### src/rtl/spi_reg_bank.sv
// spi_reg_bank: SPI mode-0 slave exposing NREG x NBIT control registers behind one chip select.
// Build option SPI_BURST_EN: consecutive data words in one frame auto-increment the register index.
`timescale 1ns/1ps
module spi_reg_bank #(
   parameter int unsigned     NBIT      = 8,
   parameter int unsigned     NREG      = 4,
   parameter int unsigned     BASE_ADR  = 1,
   parameter logic [NBIT-1:0] RESET_VAL = '0
) (
   input  logic                                        clk,
   input  logic                                        rst,
   input  logic                                        sclk,
   input  logic                                        cs,
   input  logic                                        mosi,
   output logic                                        miso,
   output logic [NREG*NBIT-1:0]                        regs_out,
   output logic                                        wr_stb,
   output logic [((NREG > 1) ? $clog2(NREG) : 1)-1:0]  wr_idx,
   output logic                                        busy
);

   localparam int unsigned IDXW     = (NREG > 1) ? $clog2(NREG) : 1;
   localparam int unsigned HI_INT   = (BASE_ADR + NREG - 1 > 127) ? 127 : BASE_ADR + NREG - 1;
   localparam logic [6:0]  ADR_LO   = BASE_ADR[6:0];
   localparam logic [6:0]  ADR_HI   = HI_INT[6:0];
   localparam logic [5:0]  HDR_LAST = 6'd7;
   localparam logic [5:0]  DAT_LAST = 6'(NBIT - 1);
`ifdef SPI_BURST_EN
   localparam logic [IDXW-1:0] IDX_LAST = IDXW'(NREG - 1);
`endif

   typedef enum logic [1:0] {IDLE, HDR, DATA, SKIP} state_t;

   state_t            r_state;
   state_t            w_state_nxt;

   logic [2:0]        r_sclk_sync;
   logic [2:0]        r_cs_sync;
   logic [2:0]        r_mosi_sync;

   logic [5:0]        r_cnt;
   logic [6:0]        r_hdr;
   logic              r_wr_mode;
   logic [IDXW-1:0]   r_idx;
   logic [NBIT-1:0]   r_shift;
   logic [NBIT-1:0]   r_regs [NREG];
   logic              r_wr_stb;
   logic [IDXW-1:0]   r_wr_idx;

   logic              w_sclk_rise;
   logic              w_sclk_fall;
   logic              w_cs_rise;
   logic              w_cs_fall;
   logic              w_mosi;
   logic [6:0]        w_hdr_adr;
   logic              w_in_range;
   logic [IDXW-1:0]   w_hdr_idx;
   logic [NBIT-1:0]   w_word;
   logic              w_hdr_done;
   logic              w_word_done;
`ifdef SPI_BURST_EN
   logic              w_burst_go;
   logic [IDXW-1:0]   w_idx_inc;
`endif

   // Index [0] is the newest sample; edges are judged on the two oldest taps.
   always_ff @(posedge clk) begin
      if (rst) begin
         r_sclk_sync <= '0;
         r_cs_sync   <= '0;
         r_mosi_sync <= '0;
      end else begin
         r_sclk_sync <= {r_sclk_sync[1:0], sclk};
         r_cs_sync   <= {r_cs_sync[1:0], cs};
         r_mosi_sync <= {r_mosi_sync[1:0], mosi};
      end
   end

   assign w_sclk_rise = (r_sclk_sync[2:1] == 2'b01);
   assign w_sclk_fall = (r_sclk_sync[2:1] == 2'b10);
   assign w_cs_rise   = (r_cs_sync[2:1] == 2'b01);
   assign w_cs_fall   = (r_cs_sync[2:1] == 2'b10);
   assign w_mosi      = r_mosi_sync[1];

   assign w_hdr_adr  = {r_hdr[5:0], w_mosi};
   assign w_in_range = (w_hdr_adr >= ADR_LO) && (w_hdr_adr <= ADR_HI);
   assign w_hdr_idx  = IDXW'(w_hdr_adr - ADR_LO);
   assign w_word     = {r_shift[NBIT-2:0], w_mosi};
`ifdef SPI_BURST_EN
   assign w_idx_inc  = r_idx + IDXW'(1);
`endif

   always_ff @(posedge clk) begin
      if (rst) begin
         r_state <= IDLE;
      end else begin
         r_state <= w_state_nxt;
      end
   end

   always_comb begin
      w_state_nxt = r_state;
      w_hdr_done  = 1'b0;
      w_word_done = 1'b0;
`ifdef SPI_BURST_EN
      w_burst_go  = 1'b0;
`endif
      if (w_cs_rise) begin
         w_state_nxt = IDLE;
      end else begin
         case (r_state)
            IDLE: begin
               if (w_cs_fall) w_state_nxt = HDR;
            end
            HDR: begin
               if (w_sclk_rise && r_cnt == HDR_LAST) begin
                  w_hdr_done  = 1'b1;
                  w_state_nxt = w_in_range ? DATA : SKIP;
               end
            end
            DATA: begin
               if (w_sclk_rise && r_cnt == DAT_LAST) begin
                  w_word_done = 1'b1;
`ifdef SPI_BURST_EN
                  if (r_idx == IDX_LAST) w_state_nxt = SKIP;
                  else                   w_burst_go  = 1'b1;
`else
                  w_state_nxt = SKIP;
`endif
               end
            end
            default: ;
         endcase
      end
   end

   // r_shift serves both directions: it collects write data, or holds read data and
   // shifts on sclk falls once the first data rise has passed.
   always_ff @(posedge clk) begin
      if (rst) begin
         r_cnt     <= '0;
         r_hdr     <= '0;
         r_wr_mode <= 1'b0;
         r_idx     <= '0;
         r_shift   <= '0;
         r_wr_stb  <= 1'b0;
         r_wr_idx  <= '0;
         for (int unsigned i = 0; i < NREG; i++) r_regs[i] <= RESET_VAL;
      end else begin
         r_wr_stb <= 1'b0;
         if (w_cs_rise) begin
            r_cnt <= '0;
         end else begin
            case (r_state)
               IDLE: begin
                  r_cnt <= '0;
               end
               HDR: begin
                  if (w_sclk_rise) begin
                     r_hdr <= {r_hdr[5:0], w_mosi};
                     r_cnt <= r_cnt + 6'd1;
                     if (w_hdr_done) begin
                        r_cnt     <= '0;
                        r_wr_mode <= r_hdr[6];
                        r_idx     <= w_hdr_idx;
                        if (w_in_range) r_shift <= r_regs[w_hdr_idx];
                     end
                  end
               end
               DATA: begin
                  if (w_sclk_rise) begin
                     r_cnt <= r_cnt + 6'd1;
                     if (r_wr_mode) r_shift <= w_word;
                     if (w_word_done) begin
                        r_cnt <= '0;
                        if (r_wr_mode) begin
                           r_regs[r_idx] <= w_word;
                           r_wr_stb      <= 1'b1;
                           r_wr_idx      <= r_idx;
                        end
`ifdef SPI_BURST_EN
                        if (w_burst_go) begin
                           r_idx <= w_idx_inc;
                           if (!r_wr_mode) r_shift <= r_regs[w_idx_inc];
                        end
`endif
                     end
                  end else if (w_sclk_fall && !r_wr_mode && r_cnt != '0) begin
                     r_shift <= {r_shift[NBIT-2:0], 1'b0};
                  end
               end
               default: ;
            endcase
         end
      end
   end

   always_comb begin
      regs_out = '0;
      for (int unsigned i = 0; i < NREG; i++) regs_out[i*NBIT +: NBIT] = r_regs[i];
   end

   assign miso   = (r_state == DATA && !r_wr_mode) ? r_shift[NBIT-1] : 1'b1;
   assign busy   = (r_state != IDLE);
   assign wr_stb = r_wr_stb;
   assign wr_idx = r_wr_idx;

endmodule
### config.mk
export PLATFORM = sky130hd
export DESIGN_NAME = spi_reg_bank
export DESIGN_NICKNAME = d
export VERILOG_FILES = /design/src/rtl/spi_reg_bank.sv
export SDC_FILE = /design/constraint.sdc
export NUM_CORES = 1
export LEC_CHECK = 0
export CAP_MARGIN = 30
export CORE_MARGIN = 5
export CORE_UTILIZATION = 50
export DETAILED_ROUTE_END_ITERATION = 8
export GPL_ROUTABILITY_DRIVEN = 0
export GPL_TIMING_DRIVEN = 0
export PLACE_DENSITY = 0.75
export SLEW_MARGIN = 15
export SYNTH_ARGS = -nofsm -noshare
export SYNTH_HDL_FRONTEND = slang
export SYNTH_SLANG_ARGS = --single-unit
export TNS_END_PERCENT = 50
### constraint.sdc
create_clock -name clk -period 4.1 [get_ports clk]
set_input_delay 1.025 -clock clk [delete_from_list [all_inputs] [get_ports clk]]
set_output_delay 1.025 -clock clk [all_outputs]
set_load 0.05 [all_outputs]
==> Yosys cells after proc, flatten, opt, wreduce, memory -nomap -nowiden <==
Memories as Yosys holds them, arrays and structs flattened.
Index checks and enable logic that the tools add are counted.
{ "op_classes": {"add_sub_neg": 2, "mul": 0, "div_mod_pow": 0, "n_lt_le_gt_ge": 2, "eq_ne": 16, "shift": 0, "mux": 35, "bitwise": 1, "reduce_logical": 19} }
{ "op_table": {"columns": ["operator", "n"], "rows": [
  ["$mux W8", 7],
  ["$mux W6", 4],
  ["$pmux W6 S3", 1],
  ["$mux W1", 17],
  ["$pmux W8 S2", 1],
  ["$ne A2 B2 Y1 const B", 7],
  ["$mux W2", 4],
  ["$reduce_and A4 Y1", 2],
  ["$reduce_or A8 Y1", 1],
  ["$ge A7 B1 Y1 const B", 1],
  ["$le A7 B3 Y1 const B", 1],
  ["$reduce_and A7 Y1", 1],
  ["$add A6 B1 Y6 const B", 1],
  ["$eq A2 B1 Y1 const B", 3],
  ["$eq A2 B2 Y1 const B", 3],
  ["$eq A6 B3 Y1 const B", 1],
  ["$ne A3 B3 Y1 const B", 2],
  ["$pmux W2 S3", 1],
  ["$reduce_and A3 Y1", 2],
  ["$reduce_bool A6 Y1", 1],
  ["$logic_and A1 B1 Y1", 5],
  ["$reduce_and A5 Y1", 1],
  ["$reduce_bool A2 Y1", 2],
  ["$reduce_bool A3 Y1", 1],
  ["other kinds (5)", 5]
]} }
{ "totals": {"regBits": 37, "latch_bits": 0, "ram_bits": 32, "mem_bits_ro": 0, "inputBits": 5, "output_inout_bits": 37, "wordCells": 87, "memories": 1} }
{ "mem_list": {"columns": ["memory", "words", "width", "read_ports", "rd_ports_with_merged_regs", "write_ports", "line", "rtl"], "rows": [
  ["r_regs", 4, 8, 5, 0, 4, "46", "logic [NBIT-1:0] r_regs [NREG];"]
]} }

==> Depth between registers and ports, before layout <==
Gate-level depths: netlist of the first run.
{ "logic_depth": {"word_depth": 13, "depth_mapped": 10, "mapped_depth_nobuf": 7} }

==> Worst setup path before layout of the first run <==
OpenSTA, ideal clock, no wires.
{ "synth_timing": {"path_type": "reg2reg", "startpoint": "register r_mosi_sync[1]", "endpoint": "register r_shift[1]", "setup_ps": 136, "arrival_ps": 2246, "required_time_ps": 3964, "slack_ps": 1718, "stages_incl_launch_ff": 10, "path_buffers": 3, "period_less_slack_ps": 2382, "path_cell_list": "dfxtp_1 clkbuf_8 buf_2 inv_1 ha_1 clkbuf_1 mux4_2 and2b_2 a2111oi_0 a211oi_1"} }
{ "synth_between": {"elab_chain_len": 6, "elab_cells_between_ends": 11, "classes_between": "add/sub: 1; order compare: 2; eq/ne: 1; mux: 4; reduce/logical: 2; memory: 1"} }
{ "synth_rtl": {"columns": ["item", "line", "rtl"], "rows": [
  ["from (decl)", "39", "logic [2:0] r_mosi_sync;"],
  ["from (signal assigned)", "75", "r_mosi_sync <= {r_mosi_sync[1:0], mosi};"],
  ["$sub A2 B1 Y2", "87", "assign w_hdr_idx = IDXW'(w_hdr_adr - ADR_LO);"],
  ["via w_hdr_idx[0]", "57", "logic [IDXW-1:0] w_hdr_idx;"],
  ["$mem_v2 Z4 W8", null, null],
  ["$mux W8", "166", "if (w_in_range) r_shift <= r_regs[w_hdr_idx];"],
  ["$mux W8", "162", "if (w_hdr_done) begin"],
  ["$mux W8", "159", "if (w_sclk_rise) begin"],
  ["$pmux W8 S2", "154", "case (r_state)"],
  ["to (signal assigned)", "166", null],
  ["to (signal assigned)", "173", "if (r_wr_mode) r_shift <= w_word;"],
  ["to (signal assigned)", "189", "r_shift <= {r_shift[NBIT-2:0], 1'b0};"],
  ["to (decl)", "45", "logic [NBIT-1:0] r_shift;"]
]} }
The timed path passes the listed nets, and every way through them passes these cells. The select of a mux whose other input is x is not followed.
A chain may end at the register's enable or synchronous reset.

==> results of run 1 <==
-- cells in the mapped netlist (all sizes together) (2+ instances only) --
master   number
dfxtp        37
mux4          7
and2         18
nor2b        11
xnor2         5
a31oi         2
mux2i        12
edfxtp       32
nand2b        3
a211oi       10
and4          2
o21ai         5
a21oi         5
nor4          9
buf           4
nor3b         3
and3          2
nor2         29
inv          17
nor3          5
a2111oi       8
nand2         3
and2b         8
or2           5
or3           2
clkbuf        8
ha            8
nand3         2
-- stage by stage --
stage | instances | setup slack (ns)
2_1_floorplan | 273 | 1.72
3_3_place_gp | 391 | 0.496
3_5_place_dp | 391 | 0.520
4_1_cts | 407 | 0.862
5_1_grt | 407 | 0.746
6_report | 407 | 0.862
-- routing by layer --
layer  vias up  global-route usage [%]  routed length, um  share of wire (%)
met1      1102                    23.2               3100                 44
met3        10                    3.76                394                5.6
li1       1084                       -                  -                  -
met5         -                       0                  0                  0
met4         0                    8.19                120                1.7
met2        69                    28.8               3400                 48
-- placed cells by master, fill, tap and decap left out, types with 3 or more instances in the layout --
cell	count
and2_1	18
edfxtp_1	32
ha_1	8
clkbuf_1	7
nor2b_1	11
nor3_1	4
mux4_2	7
xnor2_1	5
nand2_1	3
or2_2	4
a2111oi_0	8
a21oi_1	5
o21ai_0	3
and2b_1	4
nor4_1	8
clkbuf_8	11
nor2_1	29
clkdlybuf4s50_1	41
inv_1	17
a211oi_1	10
and2b_2	4
mux2i_1	12
dfxtp_1	37
-- worst max-delay path by stage --
stage / endpoint / depth (start not counted) / from
floorplan: r_shift[1] / 9 / r_mosi_sync[1]
global placement: r_regs[1][4] / 5 / rst
detailed placement: r_regs[1][4] / 5 / rst
CTS: miso / 5 / r_state[0]
global route: r_regs[2][0] / 5 / rst
finish: r_regs[1][7] / 5 / rst
-- registers in the layout, summed over array words and instances, names as in the netlist --
register,cells
wr_idx,2
r_idx,2
r_cnt,6
r_wr_mode,1
r_state,2
r_sclk_sync,3
r_mosi_sync,2
wr_stb,1
r_hdr,7
r_cs_sync,3
r_shift,8
r_regs,32
-- area by class of cell --
type	instances	area, sq um	share of cell area [%]
buffer	13	78.8	2.02
clock buffer	10	138	3.52
clock inverter	6	71.3	1.83
inverter	17	63.8	1.63
multi-input combinational	174	1350	34.4
sequential	69	1700	43.6
tap	77	96.3	2.47
timing repair buffer	41	410	10.5
-- report_power, final --
group          internal, uW  total (uW)  switching [uW]
combinational          83.8         224             140
sequential              749         772            23.2
clock                   301         572             271
total                  1130        1570             434
-- cell families (layout without fill, tap and decap cells) --
family                     after synthesis  in the layout  share of synthesized area [%]
muxes                                   19             19                           8.71
and+or+nand+nor                        107            107                           20.9
adders and majority gates                8              8                           3.14
xor gates and xnor gates                 5              5                           1.37
buffers and inverters                   30             87                           4.47
AOI/OAI and AO/OA                       35             35                           8.00
DFF                                     69             69                           53.4
==> results.cfg, run 1 <==
[placed_design]
port_buffers = 41
dp_hpwl_mm = 5.03
placed_cell_area_sq_mm = 0.00370

[synth]
yosysWarnings = 0
synthArstFlopShare_pct = 0
synth_top_area_share_pct = 30.1
synth_seq_area_share_pct = 53.4
ys_top_cells_by_area = edfxtp_1 30%, dfxtp_1 23%, mux4_2 4.9%, mux2i_1 3.8%, and2_1 3.5%
synthCells = 273
synth_seq_cells = 69
syn_nets = 286
syn_area_sq_mm = 0.00319
ys.flop_type = dfxtp_1
syn_area_per_cell_sq_um = 11.7
synth_top_area_cell = edfxtp_1
ys_types = 51
synth-edff-count = 32

[layout]
syn_to_final_growth_pct = 22.4
layout.nets = 338
fill_cells = 495
fin_area_sq_mm = 0.00391
diodes = 0
layout-drive-gt1-share_pct = 14.5
fin_util_pct = 62.2

[run_status]
status = finished clean

[floorplan]
die_width_um = 89.9
boundaryPins = 42
core_sq_mm = 0.00628
design.die.area_sq_mm = 0.00808
start_util_pct = 50.8
die_h_um = 89.9
num_rows = 29

[sta]
hold_viol = 0
slew_viol_final = 0
tightest_slew_ns = 0.724
rsz0062_at_grt = false
fin_tns_setup_ns = 0
min_period_ns = 3.24
setup_viol = 0
hold_ws_ns = 0.439
fin_crit_sh_pct = 79.0
slew_headroom_pct = 51.7
fmax_ghz = 0.309
finalClockSkew_ns = 0.0105

[worst_setup_path]
worstReg2RegEnd = r_shift[4]
crit_path_end_kind = flip-flop
reg2reg_depth = 9
r2r_slack_ns = 1.08
reg2reg_from = r_mosi_sync[1]
crit_buf_inv = 1
path_class = in -> reg
cp.required_ns = 4.13
critical_path.top_delay_family = simple AND/OR/NAND/NOR gates
start_kind = input port
critical_path_arrival_ns = 3.27
worstPathMaxFanout = 9
cpMaxStageDelayCell = nor3b_2
slowest_delay_ns = 0.68
path_cells = clkdlybuf4s50_1, nor2_1, nand4_2, nor3b_2, or2_2

[clock_network]
cts.sinks = 69
clk_pin_slew_ns = 0.07
clock_latency_ns = 0.35
htreeDepth = 3
cts_resized = 0
cts_tree = yes
postCtsSetupBuffers = 0
clock_path_buffers = 2
cts_buffers = 9
cts_root_buf = clkbuf_8
ctsHoldBuffers = 0

[hold_path]
min_path_type = reg -> reg
min_path_cells = 1
hp-start = r_cs_sync[0]
holdPathEnd = r_cs_sync[1]

[detailed_routing]
wl_mm = 7.01
drtIter0Drc = 166
drtAntennaViolNets = 0
wl_per_cell_um = 17.2
drc = 0
via_per_inst = 5.57
vias = 2265
drt_pass1_iterations = 4

[grt]
overflow = 0
grt_pass1_wl_mm = 11.6
grt_pass1_vias = 2281
antenna_found_initial = 0
grt_start_max_net_pins = 14
grt_usage_pct = 17.9

[power]
total_power_uw = 1570
p_leak_uw = 0.00136
powerDensity_mw_per_mm2 = 402
vdd_drop_max_mv = 0.279

[flow_run]
cap_violations = 0
(Power assumes the default switching activity.)
==> run 2, diff against run 1 <==
--- a/config.mk
+++ b/config.mk
@@ -7,11 +7,11 @@
 export LEC_CHECK = 0
 export CAP_MARGIN = 30
 export CORE_MARGIN = 5
-export CORE_UTILIZATION = 50
+export CORE_UTILIZATION = 49
 export DETAILED_ROUTE_END_ITERATION = 8
 export GPL_ROUTABILITY_DRIVEN = 0
 export GPL_TIMING_DRIVEN = 0
-export PLACE_DENSITY = 0.75
+export PLACE_DENSITY = 0.77
 export SLEW_MARGIN = 15
 export SYNTH_ARGS = -nofsm -noshare
 export SYNTH_HDL_FRONTEND = slang
==> constraint.sdc (replaced) <==
create_clock -name clk -period 2.7 [get_ports clk]
set_input_delay 0.675 -clock clk [delete_from_list [all_inputs] [get_ports clk]]
set_output_delay 0.675 -clock clk [all_outputs]
set_load 0.05 [all_outputs]
==> run 2 against run 1 <==
Against the previous run:
- non-clock buffer count increased by 2
- sequential power increased by 52%
- total power increased by 49%
==> results.cfg, run 2 (same netlist as run 1, synthesis figures left out) <==
[layout]
syn_to_final_growth_pct = 23.5
reg_top3 = r_regs (32), r_shift (8), r_hdr (7)
regMostFlops = r_regs
seq_area_sq_mm = 0.00170
stdcell_count = 409
mostFrequentLayoutCell = clkdlybuf4s50_1
layout_common_cells = 40 x clkdlybuf4s50_1, 37 x dfxtp_1, 32 x edfxtp_1
fill_cells = 494
diodes = 0
multi_input_area_sq_mm = 0.00138
layout.nets = 340
fin_util_pct = 62.0
largest_reg_flops = 32
layout-drive-gt1-share_pct = 15.4

[detailed_routing]
via_per_inst = 5.48
drt_pass1_iterations = 7
wl_per_cell_um = 16.8
drtAntennaViolNets = 0
drc = 0
drtIter0Drc = 144
vias = 2240
wl_mm = 6.89

[worst_setup_path]
worstReg2RegEnd = r_shift[7]
slowest_delay_ns = 0.53
start_kind = flip-flop
crit_path_end = miso
worstSetupStartpoint = r_state[0]
critical_path_arrival_ns = 1.90
path_class = reg -> out
r2r_slack_ns = 0.21
path_cells = inv_1, ha_1, buf_4, nand3_1, dlygate4sd2_1
crit_path_end_kind = output port
reg2reg_from = r_state[0]
cp.required_ns = 2.03
reg2reg_depth = 8
worstPathMaxFanout = 10
cpMaxStageDelayCell = dlygate4sd2_1

[floorplan]
num_rows = 29
design.die.area_sq_mm = 0.00822
die_h_um = 90.7
boundaryPins = 42
die_width_um = 90.7
start_util_pct = 50.2
core_sq_mm = 0.00635

[clock_network]
clk_pin_slew_ns = 0.07
cts_tree = yes
cts_buffers = 9
cts_root_buf = clkbuf_8
clock_path_buffers = 2
cts.sinks = 69
clock_latency_ns = 0.36
htreeDepth = 3

[grt]
antenna_found_initial = 0
grt_start_max_net_pins = 13
grt_usage_pct = 17.6
grt_pass1_vias = 2143
grt_pass1_wl_mm = 11.2
overflow = 0

[sta]
slew_headroom_pct = 53.6
fmax_ghz = 0.388
tightest_slew_ns = 0.694
finalClockSkew_ns = 0.0104
fin_crit_sh_pct = 95.5
rsz0062_at_grt = false
setup_viol = 0
hold_viol = 0
min_period_ns = 2.58
slew_viol_final = 0

[power]
clkPwrFrac_pct = 35.2
power.share.sequential_pct = 50.3
p_int_uw = 1690
total_power_uw = 2330
vdd_drop_max_mv = 0.493
powerDensity_mw_per_mm2 = 592
p_sw_uw = 640
switching_share_pct = 27.5
p_leak_uw = 0.00138
p_comb_share_pct = 14.5

[placed_design]
dp.cells = 391
port_buffers = 41
dp_hpwl_mm = 4.90

[flow_run]
cap_violations = 0

[run_status]
status = finished clean

[hold_path]
min_path_type = reg -> reg
-- run 2: power groups by stage --
stage | Clock, uW | Sequential [uW] | Combinational (uW)
4_1_cts | 833 | 1170 | 337
6_report | 820 | 1170 | 338
2_1_floorplan | 0 | 1250 | 184
3_5_place_dp | 0 | 1200 | 337
3_3_place_gp | 0 | 1190 | 332
5_1_grt | 885 | 1180 | 363
-- run 2: critical path: cells and delay by family, from the launching register on --
family                     cells  cell delay (ns)
buffers and inverters          3             0.80
DFF                            1             0.38
adders and majority gates      1             0.26
and+or+nand+nor                1             0.10
-- run 2: stage by stage --
stage | hold slack (ns) | area (sq um) | TNS, ns | worst slack [ns]
floorplan | 0.414 | 3190 | 0 | 0.318
global placement | 0.417 | 3700 | -8.77 | -0.431
detailed placement | 0.425 | 3700 | -9.16 | -0.431
CTS | 0.442 | 3880 | -1.04 | -0.0730
global route | 0.468 | 3940 | 0 | 0.00481
finish | 0.438 | 3940 | 0 | 0.123
-- run 2: metal layers --
layer	up-vias	GRT usage, %	routed length (um)
met5	-	0	0
met1	1072	23.3	3070
met2	69	27.2	3280
li1	1092	-	-
met4	0	6.70	77
met3	7	5.00	462
-- run 2: repair_timing --
action / 4_1_cts / 5_1_grt
endpoints found under the hold margin: 0 / 0
setup endpoints to repair: 24 / 21
pin swaps: 0 / 2
gates resized for setup: 2 / 6
hold buffers: 0 / 0
setup buffers: 0 / 3
-- run 2: worst min path at each step --
stage                         from  depth (start not counted)        endpoint  slack (ns)
finish              r_sclk_sync[0]                          1  r_sclk_sync[1]        0.44
global route        r_sclk_sync[0]                          1  r_sclk_sync[1]        0.47
CTS                   r_cs_sync[0]                          1    r_cs_sync[1]        0.44
detailed placement    r_cs_sync[0]                          1    r_cs_sync[1]        0.43
global placement      r_cs_sync[0]                          1    r_cs_sync[1]        0.42
floorplan             r_cs_sync[0]                          1    r_cs_sync[1]        0.41
-- run 2: cell type report --
type / instances / area share [%]
clock buffer: 10 / 3.24
timing repair buffer: 44 / 11.0
clock inverter: 6 / 1.59
multi-input combinational: 174 / 35.0
tap: 77 / 2.45
buffer: 12 / 1.94
inverter: 17 / 1.62
sequential: 69 / 43.2
==> run 3, diff against run 2 <==
--- a/config.mk
+++ b/config.mk
@@ -12,6 +12,7 @@
 export GPL_ROUTABILITY_DRIVEN = 0
 export GPL_TIMING_DRIVEN = 0
 export PLACE_DENSITY = 0.77
+export SKIP_LAST_GASP = 1
 export SLEW_MARGIN = 15
 export SYNTH_ARGS = -nofsm -noshare
 export SYNTH_HDL_FRONTEND = slang
==> constraint.sdc (replaced) <==
create_clock -name clk -period 2.27 [get_ports clk]
set_input_delay 0.5675 -clock clk [delete_from_list [all_inputs] [get_ports clk]]
set_output_delay 0.5675 -clock clk [all_outputs]
set_load 0.05 [all_outputs]
==> run 3 against run 2 <==
Against the previous run:
- hold slack better by 0.0025 ns
- non-clock buffer count increased by 10
- sequential power rose by 20%
- via count is 5.4% higher
- total power rose by 33%
==> results.cfg, run 3 (same netlist as run 1, synthesis figures left out) <==
[run_status]
status = finished clean

[layout]
reg_top3 = r_regs (32), r_shift (8), r_hdr (7)
largest_reg_flops = 32
fin_util_pct = 65.8
mostFrequentLayoutCell = clkdlybuf4s50_1
layout_common_cells = 39 x clkdlybuf4s50_1, 35 x dfxtp_1, 32 x edfxtp_1
layout-drive-gt1-share_pct = 21.3
diodes = 0
regMostFlops = r_regs
stdcell_count = 420
layout.nets = 351
syn_to_final_growth_pct = 31.0

[power]
p_int_uw = 2300
switching_share_pct = 25.9
powerDensity_mw_per_mm2 = 741
p_comb_share_pct = 16.2
vdd_drop_max_mv = 0.722
clkPwrFrac_pct = 38.6
power.share.sequential_pct = 45.2
p_sw_uw = 801
total_power_uw = 3100
p_leak_uw = 0.00149

[sta]
finalClockSkew_ns = 0.0110
tightest_slew_ns = 0.689
hold_ws_ns = 0.440
fmax_ghz = 0.456
rsz0062_at_grt = true
min_period_ns = 2.20
slew_headroom_pct = 54.0
setup_viol = 0
fin_crit_sh_pct = 96.7
hold_viol = 0
slew_viol_final = 0

[worst_setup_path]
worstSetupStartpoint = r_state[1]
crit_path_end_kind = flip-flop
reg2reg_from = r_state[1]
cp.required_ns = 2.52
worstPathMaxFanout = 8
critical_path_arrival_ns = 2.44
slowest_delay_ns = 0.61
path_cells = inv_1, ha_1, and3_1, buf_2, nor3b_1, nor2_1, a211oi_1
cpMaxStageDelayCell = nor3b_1
r2r_slack_ns = 0.07
start_kind = flip-flop
path_class = reg -> reg

[clock_network]
clk_pin_slew_ns = 0.07
htreeDepth = 3
cts_buffers = 9
cts_tree = yes
cts_root_buf = clkbuf_8
cts.sinks = 69
clock_latency_ns = 0.35
clock_path_buffers = 2

[placed_design]
dp_hpwl_mm = 5.04
dp.cells = 391
port_buffers = 41

[grt]
antenna_found_initial = 0
grt_start_max_net_pins = 13
overflow = 0
grt_pass1_vias = 2344
grt_pass1_wl_mm = 11.7
grt_usage_pct = 18.0

[detailed_routing]
drc = 0
drt_pass1_iterations = 4
vias = 2360
wl_per_cell_um = 18.0
drtAntennaViolNets = 0
via_per_inst = 5.62
wl_mm = 7.58
drtIter0Drc = 212

[floorplan]
design.die.area_sq_mm = 0.00822
start_util_pct = 50.2
boundaryPins = 42
num_rows = 29
core_sq_mm = 0.00635
die_width_um = 90.7
die_h_um = 90.7

[flow_run]
cap_violations = 0

[hold_path]
min_path_type = reg -> reg
hp-start = r_cs_sync[0]
run 3: cell count changes in the layout (fill, tap and decap cells not counted), moves of 2 or more:
cell / previous run / this run
a2111oi_0: 8 / 0
a2111oi_2: 0 / 6
buf_4: 4 / 12
buf_8: 0 / 3
bufinv_16: 1 / 3
dfxtp_1: 37 / 35
dfxtp_2: 0 / 2
run 3: worst max-delay path, delay by kind of cell, from the launching register on:
kind,cells,cell delay [ns]
AOI/OAI and AO/OA,1,0.26
adders and majority gates,1,0.28
buffers and inverters,2,0.31
DFF,1,0.35
and+or+nand+nor,3,0.90
run 3: final timing paths:
check,to,cells past startpoint
setup / recovery,r_idx[0],7
hold / removal,r_cs_sync[1],1
setup reg to reg,r_idx[0],7
hold reg to reg,r_cs_sync[1],1
run 3: power groups by stage:
stage               Sequential [uW]  Clock, uW  Combinational, uW
finish                         1400       1190                501
detailed placement             1420          0                405
CTS                            1400       1200                439
floorplan                      1480          0                219
global route                   1410       1270                533
global placement               1420          0                395
run 3: area by class of cell:
| type | count | area (sq um) |
|---|---|---|
| Timing Repair Buffer | 53 | 510 |
| Buffer | 13 | 103 |
| Clock buffer | 10 | 128 |
| Tap cell | 77 | 96.3 |
| Inverter | 17 | 63.8 |
| Fill cell | 453 | 2170 |
| Clock inverter | 6 | 110 |
| Multi-Input combinational cell | 175 | 1460 |
| Sequential cell | 69 | 1700 |
run 3: repair_timing:
item | in CTS | in global routing
pin swaps | 2 | 4
buffers inserted | 4 | 8
hold buffers | 0 | 0
cloned | 0 | 1
setup endpoints to repair | 50 | 29
resized for setup | 26 | 13
run 3: stage by stage:
step	TNS [ns]	cell area [sq um]	worst slack, ns
2_1_floorplan	0	3190	0.0460
3_3_place_gp	-24.53	3700	-0.807
3_5_place_dp	-26.07	3700	-0.842
4_1_cts	-0.169	4030	-0.169
5_1_grt	-0.252	4180	-0.0848
6_report	0	4180	0.0748
run 3: layer usage:
metal | up-vias | global-route usage (%) | share of wire (%)
li1 | 1118 | - | -
met1 | 1154 | 23.3 | 43
met2 | 73 | 28.9 | 49
met3 | 15 | 4.83 | 5.8
met4 | 0 | 6.58 | 2.0
met5 | - | 0 | 0
